===== config.mk =====
export PLATFORM = sky130hd
export DESIGN_NAME = uart_tx_scheduler
export DESIGN_NICKNAME = d
export VERILOG_FILES = /design/src/rtl/uart_tx_scheduler.sv
export SDC_FILE = /design/constraint.sdc
export NUM_CORES = 1
export LEC_CHECK = 0
export CELL_PAD_IN_SITES_DETAIL_PLACEMENT = 2
export CELL_PAD_IN_SITES_GLOBAL_PLACEMENT = 2
export CORE_MARGIN = 1.5
export CORE_UTILIZATION = 32
export CTS_CLUSTER_DIAMETER = 40
export DETAILED_ROUTE_END_ITERATION = 8
export PLACE_DENSITY_LB_ADDON = 0.1
export SYNTH_ARGS = -nofsm -noshare
export SYNTH_HDL_FRONTEND = slang
export SYNTH_SLANG_ARGS = --single-unit

===== constraint.sdc =====
create_clock -name clk -period 2.1 [get_ports clk]
set_input_delay 0.42 -clock clk [delete_from_list [all_inputs] [get_ports clk]]
set_output_delay 0.42 -clock clk [all_outputs]
set_load 0.05 [all_outputs]

===== src/rtl/uart_tx_scheduler.sv =====
// uart_tx_scheduler: programs the UART baud divisor and arbitrates two byte
// requesters onto the transmitter's register-write bus, one byte in flight at a time.
module uart_tx_scheduler #(
    parameter logic [15:0] DEFAULT_DIV = 16'hFFFF,
    parameter int unsigned START_TMO   = 8
) (
    input  logic        clk,
    input  logic        rst,
    input  logic [15:0] cfg_div,
    input  logic        cfg_load,
    input  logic        req0_valid,
    input  logic [7:0]  req0_data,
    output logic        req0_ready,
    input  logic        req1_valid,
    input  logic [7:0]  req1_data,
    output logic        req1_ready,
    output logic [1:0]  uart_adr,
    output logic [7:0]  uart_din,
    output logic        uart_wr_en,
    input  logic        uart_tx_busy,
    output logic        grant_id,
    output logic        sched_idle,
    output logic        tx_err
);

    typedef enum logic [2:0] {
        INIT_LO    = 3'd0,
        INIT_HI    = 3'd1,
        IDLE       = 3'd2,
        SEND       = 3'd3,
        WAIT_START = 3'd4,
        WAIT_DONE  = 3'd5,
        CFG_LO     = 3'd6,
        CFG_HI     = 3'd7
    } state_t;

    localparam int TMO_W = (START_TMO > 1) ? $clog2(START_TMO) : 1;
    localparam logic [TMO_W-1:0] TMO_LAST = TMO_W'(START_TMO - 1);

    state_t           state_r;
    state_t           state_nxt_s;
    logic [15:0]      div_r;
    logic             cfg_pend_r;
    logic [7:0]       data_r;
    logic             grant_id_r;
    logic [TMO_W-1:0] tmo_cnt_r;
    logic             tx_err_r;

    logic             take_s;
    logic             grant_s;
    logic             set_err_s;
    logic             wr_en_s;
    logic [1:0]       adr_s;
    logic [7:0]       din_s;
    logic             rdy0_s;
    logic             rdy1_s;
    logic             idle_s;

    // State register.
    always_ff @(posedge clk or posedge rst) begin
        if (rst) begin
            state_r <= INIT_LO;
        end else begin
            state_r <= state_nxt_s;
        end
    end

    // Next-state logic, including the round-robin grant decision.
    always_comb begin
        state_nxt_s = state_r;
        take_s      = 1'b0;
        grant_s     = grant_id_r;
        set_err_s   = 1'b0;
        case (state_r)
            INIT_LO: state_nxt_s = INIT_HI;
            INIT_HI: state_nxt_s = IDLE;
            IDLE: begin
                if (cfg_pend_r) begin
                    state_nxt_s = CFG_LO;
                end else if (req0_valid || req1_valid) begin
                    take_s      = 1'b1;
                    state_nxt_s = SEND;
                    if (req0_valid && req1_valid) begin
                        grant_s = ~grant_id_r;
                    end else begin
                        grant_s = req1_valid;
                    end
                end else begin
                    state_nxt_s = IDLE;
                end
            end
            SEND: state_nxt_s = WAIT_START;
            WAIT_START: begin
                if (uart_tx_busy) begin
                    state_nxt_s = WAIT_DONE;
                end else if (tmo_cnt_r == TMO_LAST) begin
                    set_err_s   = 1'b1;
                    state_nxt_s = IDLE;
                end else begin
                    state_nxt_s = WAIT_START;
                end
            end
            WAIT_DONE: begin
                if (!uart_tx_busy) begin
                    state_nxt_s = IDLE;
                end else begin
                    state_nxt_s = WAIT_DONE;
                end
            end
            CFG_LO:  state_nxt_s = CFG_HI;
            CFG_HI:  state_nxt_s = IDLE;
            default: state_nxt_s = INIT_LO;
        endcase
    end

    // Output decode; address and data hold their previous value between writes.
    always_comb begin
        wr_en_s = 1'b0;
        adr_s   = uart_adr;
        din_s   = uart_din;
        rdy0_s  = 1'b0;
        rdy1_s  = 1'b0;
        idle_s  = 1'b0;
        case (state_r)
            INIT_LO: begin wr_en_s = 1'b1; adr_s = 2'd0; din_s = DEFAULT_DIV[7:0];  end
            INIT_HI: begin wr_en_s = 1'b1; adr_s = 2'd1; din_s = DEFAULT_DIV[15:8]; end
            SEND:    begin wr_en_s = 1'b1; adr_s = 2'd2; din_s = data_r;            end
            CFG_LO:  begin wr_en_s = 1'b1; adr_s = 2'd0; din_s = div_r[7:0];        end
            CFG_HI:  begin wr_en_s = 1'b1; adr_s = 2'd1; din_s = div_r[15:8];       end
            IDLE: begin
                rdy0_s = take_s & ~grant_s;
                rdy1_s = take_s & grant_s;
                idle_s = ~req0_valid & ~req1_valid & ~cfg_pend_r;
            end
            default: wr_en_s = 1'b0;
        endcase
    end

    // Output registers.
    always_ff @(posedge clk or posedge rst) begin
        if (rst) begin
            uart_wr_en <= 1'b0;
            uart_adr   <= 2'd0;
            uart_din   <= 8'd0;
            req0_ready <= 1'b0;
            req1_ready <= 1'b0;
            sched_idle <= 1'b0;
        end else begin
            uart_wr_en <= wr_en_s;
            uart_adr   <= adr_s;
            uart_din   <= din_s;
            req0_ready <= rdy0_s;
            req1_ready <= rdy1_s;
            sched_idle <= idle_s;
        end
    end

    // Datapath: pending divisor, latched byte, last grant, start timeout, sticky error.
    // A cfg_load landing in CFG_HI wins over the clear so the newer divisor is still sent.
    always_ff @(posedge clk or posedge rst) begin
        if (rst) begin
            div_r      <= DEFAULT_DIV;
            cfg_pend_r <= 1'b0;
            data_r     <= 8'd0;
            grant_id_r <= 1'b1;
            tmo_cnt_r  <= '0;
            tx_err_r   <= 1'b0;
        end else begin
            if (cfg_load) begin
                div_r      <= cfg_div;
                cfg_pend_r <= 1'b1;
            end else if (state_r == CFG_HI) begin
                cfg_pend_r <= 1'b0;
            end
            if (take_s) begin
                data_r     <= grant_s ? req1_data : req0_data;
                grant_id_r <= grant_s;
            end
            if (state_r == SEND) begin
                tmo_cnt_r <= '0;
            end else if (state_r == WAIT_START) begin
                tmo_cnt_r <= tmo_cnt_r + TMO_W'(1);
            end
            if (set_err_s) begin
                tx_err_r <= 1'b1;
            end
        end
    end

    assign grant_id = grant_id_r;
    assign tx_err   = tx_err_r;

endmodule


# After elaboration in Yosys (flattened, before gate mapping)
# Cells that the tools add are included.
totals:
  word_cells: 69
  in_bits: 38
  register_bits: 47
  output_inout_bits: 16
op_classes:
  n_reduce_logical: 11
  n_bitwise: 9
  n_eq_ne: 8
  mux: 27
  add_sub_neg: 1
op_table:
  columns: ["operator", "n"]
  rows:
  - ["$pmux 8 s4", 1]
  - ["$pmux 3 s7", 1]
  - ["$mux 3", 6]
  - ["$mux 1", 17]
  - ["$eq 3x3->1 const B", 5]
  - ["$mux 8", 1]
  - ["$eq 3x2->1 const B", 2]
  - ["$pmux 2 s3", 1]
  - ["$reduce_or 2->1", 3]
  - ["$not 1->1", 5]
  - ["$reduce_or 5->1", 1]
  - ["$and 1x1->1", 4]
  - ["$reduce_bool 2->1", 2]
  - ["$reduce_bool 4->1", 1]
  - ["$add 3x1->3 const B", 1]
  - ["$eq 3x1->1 const B", 1]
  - ["$logic_not 3->1", 1]
  - ["$reduce_bool 3->1", 1]
  - ["$logic_and 1x1->1", 1]
  - ["$logic_or 1x1->1", 1]

# Longest topological paths before layout
depth:
  word_depth: 8
  depth_mapped: 5
  ltp_nobuf: 5

# Worst setup path after synthesis
# No wires, ideal clock.
synth_timing:
  kind: "reg2reg"
  startpoint: "register state_r[2]"
  endpoint: "register data_r[1]"
  slack_ns: 0.602
  n_path_buf: 2
  setup_time_ns: 0.130
  t_arrival_ns: 1.369
  stages_incl_launch_ff: 6
  required_time_ns: 1.970
  period_less_slack_ns: 1.498
  cell_sequence: "dfrtp_1 > buf_6 > or4b_4 > buf_6 > o21ai_1 > nand3_1"
synth_between:
  elab_chain_cells: 3
  word_cells_on_any_way: 4
  cone_classes: "eq/ne: 1; mux: 3"
synth_lines:
  columns: ["element", "line", "text"]
  rows:
  - ["from (decl)", "40", "state_t state_r;"]
  - ["from (signal assigned)", "64", "state_r <= state_nxt_s;"]
  - ["$eq 3x2->1 *", "74", "case (state_r)"]
  - ["$mux 1", "74", null]
  - ["$mux 8", "176", "data_r <= grant_s ? req1_data : req0_data;"]
  - ["to (signal assigned)", "176", null]
  - ["to (decl)", "44", "logic [7:0] data_r;"]
# Every way passes the cells marked *; elsewhere a longest branch is shown, timed or not.
# A chain may end at the register's enable or synchronous reset.

# Worst setup path after layout
layout_timing:
  startpoint: "register uart_din[0]"
  endpoint: "output port uart_din[0]"
layout_lines:
  columns: ["element", "line", "text"]
  rows:
  - ["from (decl)", "18", "output logic [7:0] uart_din,"]
  - ["from (signal assigned)", "151", "uart_din <= din_s;"]
# No word-level cell between the ends.

==> flow_summary_export.csv <==
group,metric,value,unit
run_status,status,"finished clean",
synthesis,synthTopCellsByCount,"30 x dfrtp_1, 24 x mux2_2, 17 x dfstp_2, 16 x mux2i_1, 16 x o2111ai_1",
clock_tree,cts_tree,"done",
place,dp_hpwl,4527,um
timing,hold_viol,0,
worst_setup_path,required,1.68,ns
synthesis,yosys_warnings,0,
clock_tree,clkSinkCount,47,
grt,antenna_found_initial,0,
timing,maxSlewViolCount,0,
die,core-area,0.007214,sq mm
synthesis,synth.distinct_cells,38,
clock_tree,cts_hold_buf,0,
finish,layout.nets,294,
die,pin_count,54,
synthesis,netlist_top_cells_area,"dfrtp_1 32%, dfstp_2 19%, mux2_2 11%",
die,row_count,31,
drt,ant_nets,0,
timing,setup_viol,0,
clock_tree,clk-insertion-delay-late,0.30,ns
grt,grt_max_degree,22,
timing,max_freq,0.5132,GHz
grt,grt_overflow,0,
finish,register_area,0.001197,sq mm
drt,via_count,1851,
drt,avgRoutedWirePerCell,17.42,um
synthesis,yosysTopAreaCellShare,0.3176,
grt,grt_pass1_vias,2030,
synthesis,ys_seq_area_frac,0.5066,
timing,tns,0,ns
flow_run,maxCapViolCount,0,
finish,area_delta_synth_final,34.73,%
grt,grt_pass1_wl,10270,um
die,dieWidth,88.94,um
place,place.port_buffers,53,
timing,period_share,0.9279,
drt,dr.pass1.iters,4,
synthesis,syn-cell-area,0.002364,sq mm
synthesis,ys_ff_latch,47,
synthesis,yosys.cell_count.top_type,"dfrtp_1",
worst_setup_path,crit_type,"reg -> out",
clock_tree,postCtsSetupBuffers,0,
clock_tree,cts_buffers,5,
synthesis,synth_ff_type,"dfrtp_1",
die,die_h,88.94,um
worst_setup_path,cp-start-kind,"flop",
power_and_ir_drop,leakagePower,0.001291,uW
finish,antenna_cells,0,
finish,fin_util,0.4414,
drt,drt_iter0_markers,30,
worst_setup_path,critPathBufInv,1,
grt,track_usage,0.1715,
drt,viasPerCell,5.229,
power_and_ir_drop,power_density,1357,mW/mm^2
power_and_ir_drop,vdd_ir_drop_max,0.7103,mV
timing,rsz0062_at_grt,"no",
clock_tree,cts.clk_slew.worst_paths,0.09,ns
worst_setup_path,critPathSlowestCell,"clkdlybuf4s50_1",
die,design.die.area,0.007910,sq mm
worst_setup_path,worstPathMaxFanout,3,
synthesis,syn_nets,237,
synthesis,synth-edff-count,0,
drt,wirelength,6167,um
timing,finalWorstSetupSlack,0.1515,ns
synthesis,async_flop_share,1.000,
worst_setup_path,end_kind,"output pin",
clock_tree,htreeDepth,2,
timing,fin_skew,0.005127,ns
timing,fin_crit,1.949,ns
min_path,worstHoldPathType,"in -> async",
worst_setup_path,critical_path.top_delay_family,"buffers and inverters",
drt,route.detailed.drc,0,
timing,slew_headroom,0.5975,
place,dp_worst_setup_slack,0.2141,ns
die,start_util,0.3276,
worst_setup_path,worstPathArrival,1.53,ns
clock_tree,ctsResizeCount,0,
worst_setup_path,path_cells,"clkdlybuf4s50_1",
worst_setup_path,crit_path_max_incr_delay,0.83,ns
finish,drive_above_1_share,0.2784,
clock_tree,cts.path.max_buffers,2,
clock_tree,cts_root_buffer,"clkbuf_8",
finish,n_fill_cell,770,
synthesis,avgSynthCellArea,12.00,sq um
synthesis,yosys.area.top_type,"dfrtp_1",
finish,multi_input_area,0.001057,sq mm
place,gp_congestion,0.7179,
timing,worst_pin_slew,0.6015,ns
synthesis,synth_cells,197,
sequential cells by signal (all words and copies together) (netlist names), 2 cells and up:
signal / count
div_r: 16
data_r: 8
uart_din: 8
state_r: 3
tmo_cnt_r: 3
uart_adr: 2
through the flow:
stage | power, uW | instances | instance area, sq um | hold WS [ns]
after detailed placement | 3583 | 346 | 3052 | 0.4730
after global routing | 4610 | 354 | 3184 | 0.4775
after CTS | 4396 | 354 | 3184 | 0.4605
final | 4320 | 354 | 3184 | 0.4511
after global placement | 3514 | 346 | 3052 | 0.4510
after floorplan | 2874 | 197 | 2364 | 0.4610
report_power, final:
group          internal [uW]  switching (uW)  leakage (uW)
Combinational            888            1190      0.000680
Sequential              1210             246      0.000546
Clock                    476             313     0.0000654
layout make-up:
| cell class | instances | share of cell area |
|---|---|---|
| Multi-Input combinational cell | 128 | 0.3320 |
| Sequential cell | 47 | 0.3760 |
| Clock inverter | 2 | 0.01886 |
| Inverter | 6 | 0.007073 |
| Clock buffer | 6 | 0.02279 |
| Timing Repair Buffer | 66 | 0.2043 |
| Tap cell | 99 | 0.03890 |
cells by family after synthesis:
group / Yosys count / share of synthesized area
buffers and inverters: 22 / 0.04606
AO/OA/AOI/OAI: 54 / 0.1731
adder cells (fa/ha/maj): 2 / 0.01059
flip-flops: 47 / 0.5066
multiplexers: 40 / 0.1821
AND/OR/NAND/NOR: 32 / 0.08152
layer usage:
metal,vias to the layer above,global-route usage,part of all wire
met1,956,0.2167,0.44
met4,0,0.05594,0.014
met2,26,0.2975,0.53
li1,863,-,-
met5,-,0,0
met3,6,0.03139,0.023
path summary, 6_finish.rpt:
path,start,to,slack [ns],cells past startpoint
max,uart_din[0]$_DFFE_PP0P_,uart_din[0],0.15,1
min,rst,uart_din[2]$_DFFE_PP0P_,0.45,2
max reg2reg,state_r[1]$_DFF_PP0_,data_r[6]$_DFFE_PP0P_,0.51,3
min reg2reg,tx_err$_DFFE_PP0P_,tx_err$_DFFE_PP0P_,0.48,1
max in group asynchronous,rst,div_r[4]$_DFFE_PP1P_,1.06,3
min in group clk,tx_err$_DFFE_PP0P_,tx_err$_DFFE_PP0P_,0.48,1
cells in the final DEF, fill, tap and decap left out, types with 2 or more instances in the layout:
cell type         n
clkdlybuf4s50_1  52
dfrtp_1          30
mux2_2           24
dfstp_2          17
o2111ai_1        16
mux2i_1          16
buf_4            12
nand3_1           9
nor2_1            8
a22oi_1           8
o21ai_0           6
a21oi_1           5
clkbuf_8          5
nand2b_1          4
o21ai_1           3
clkinv_1          3
o22ai_1           3
nor2b_1           3
o21ai_2           2
inv_1             2
o21a_1            2
nor3_1            2
a211oi_2          2
ha_1              2
bufinv_16         2
buf_12            2
(Power assumes the default switching activity.)
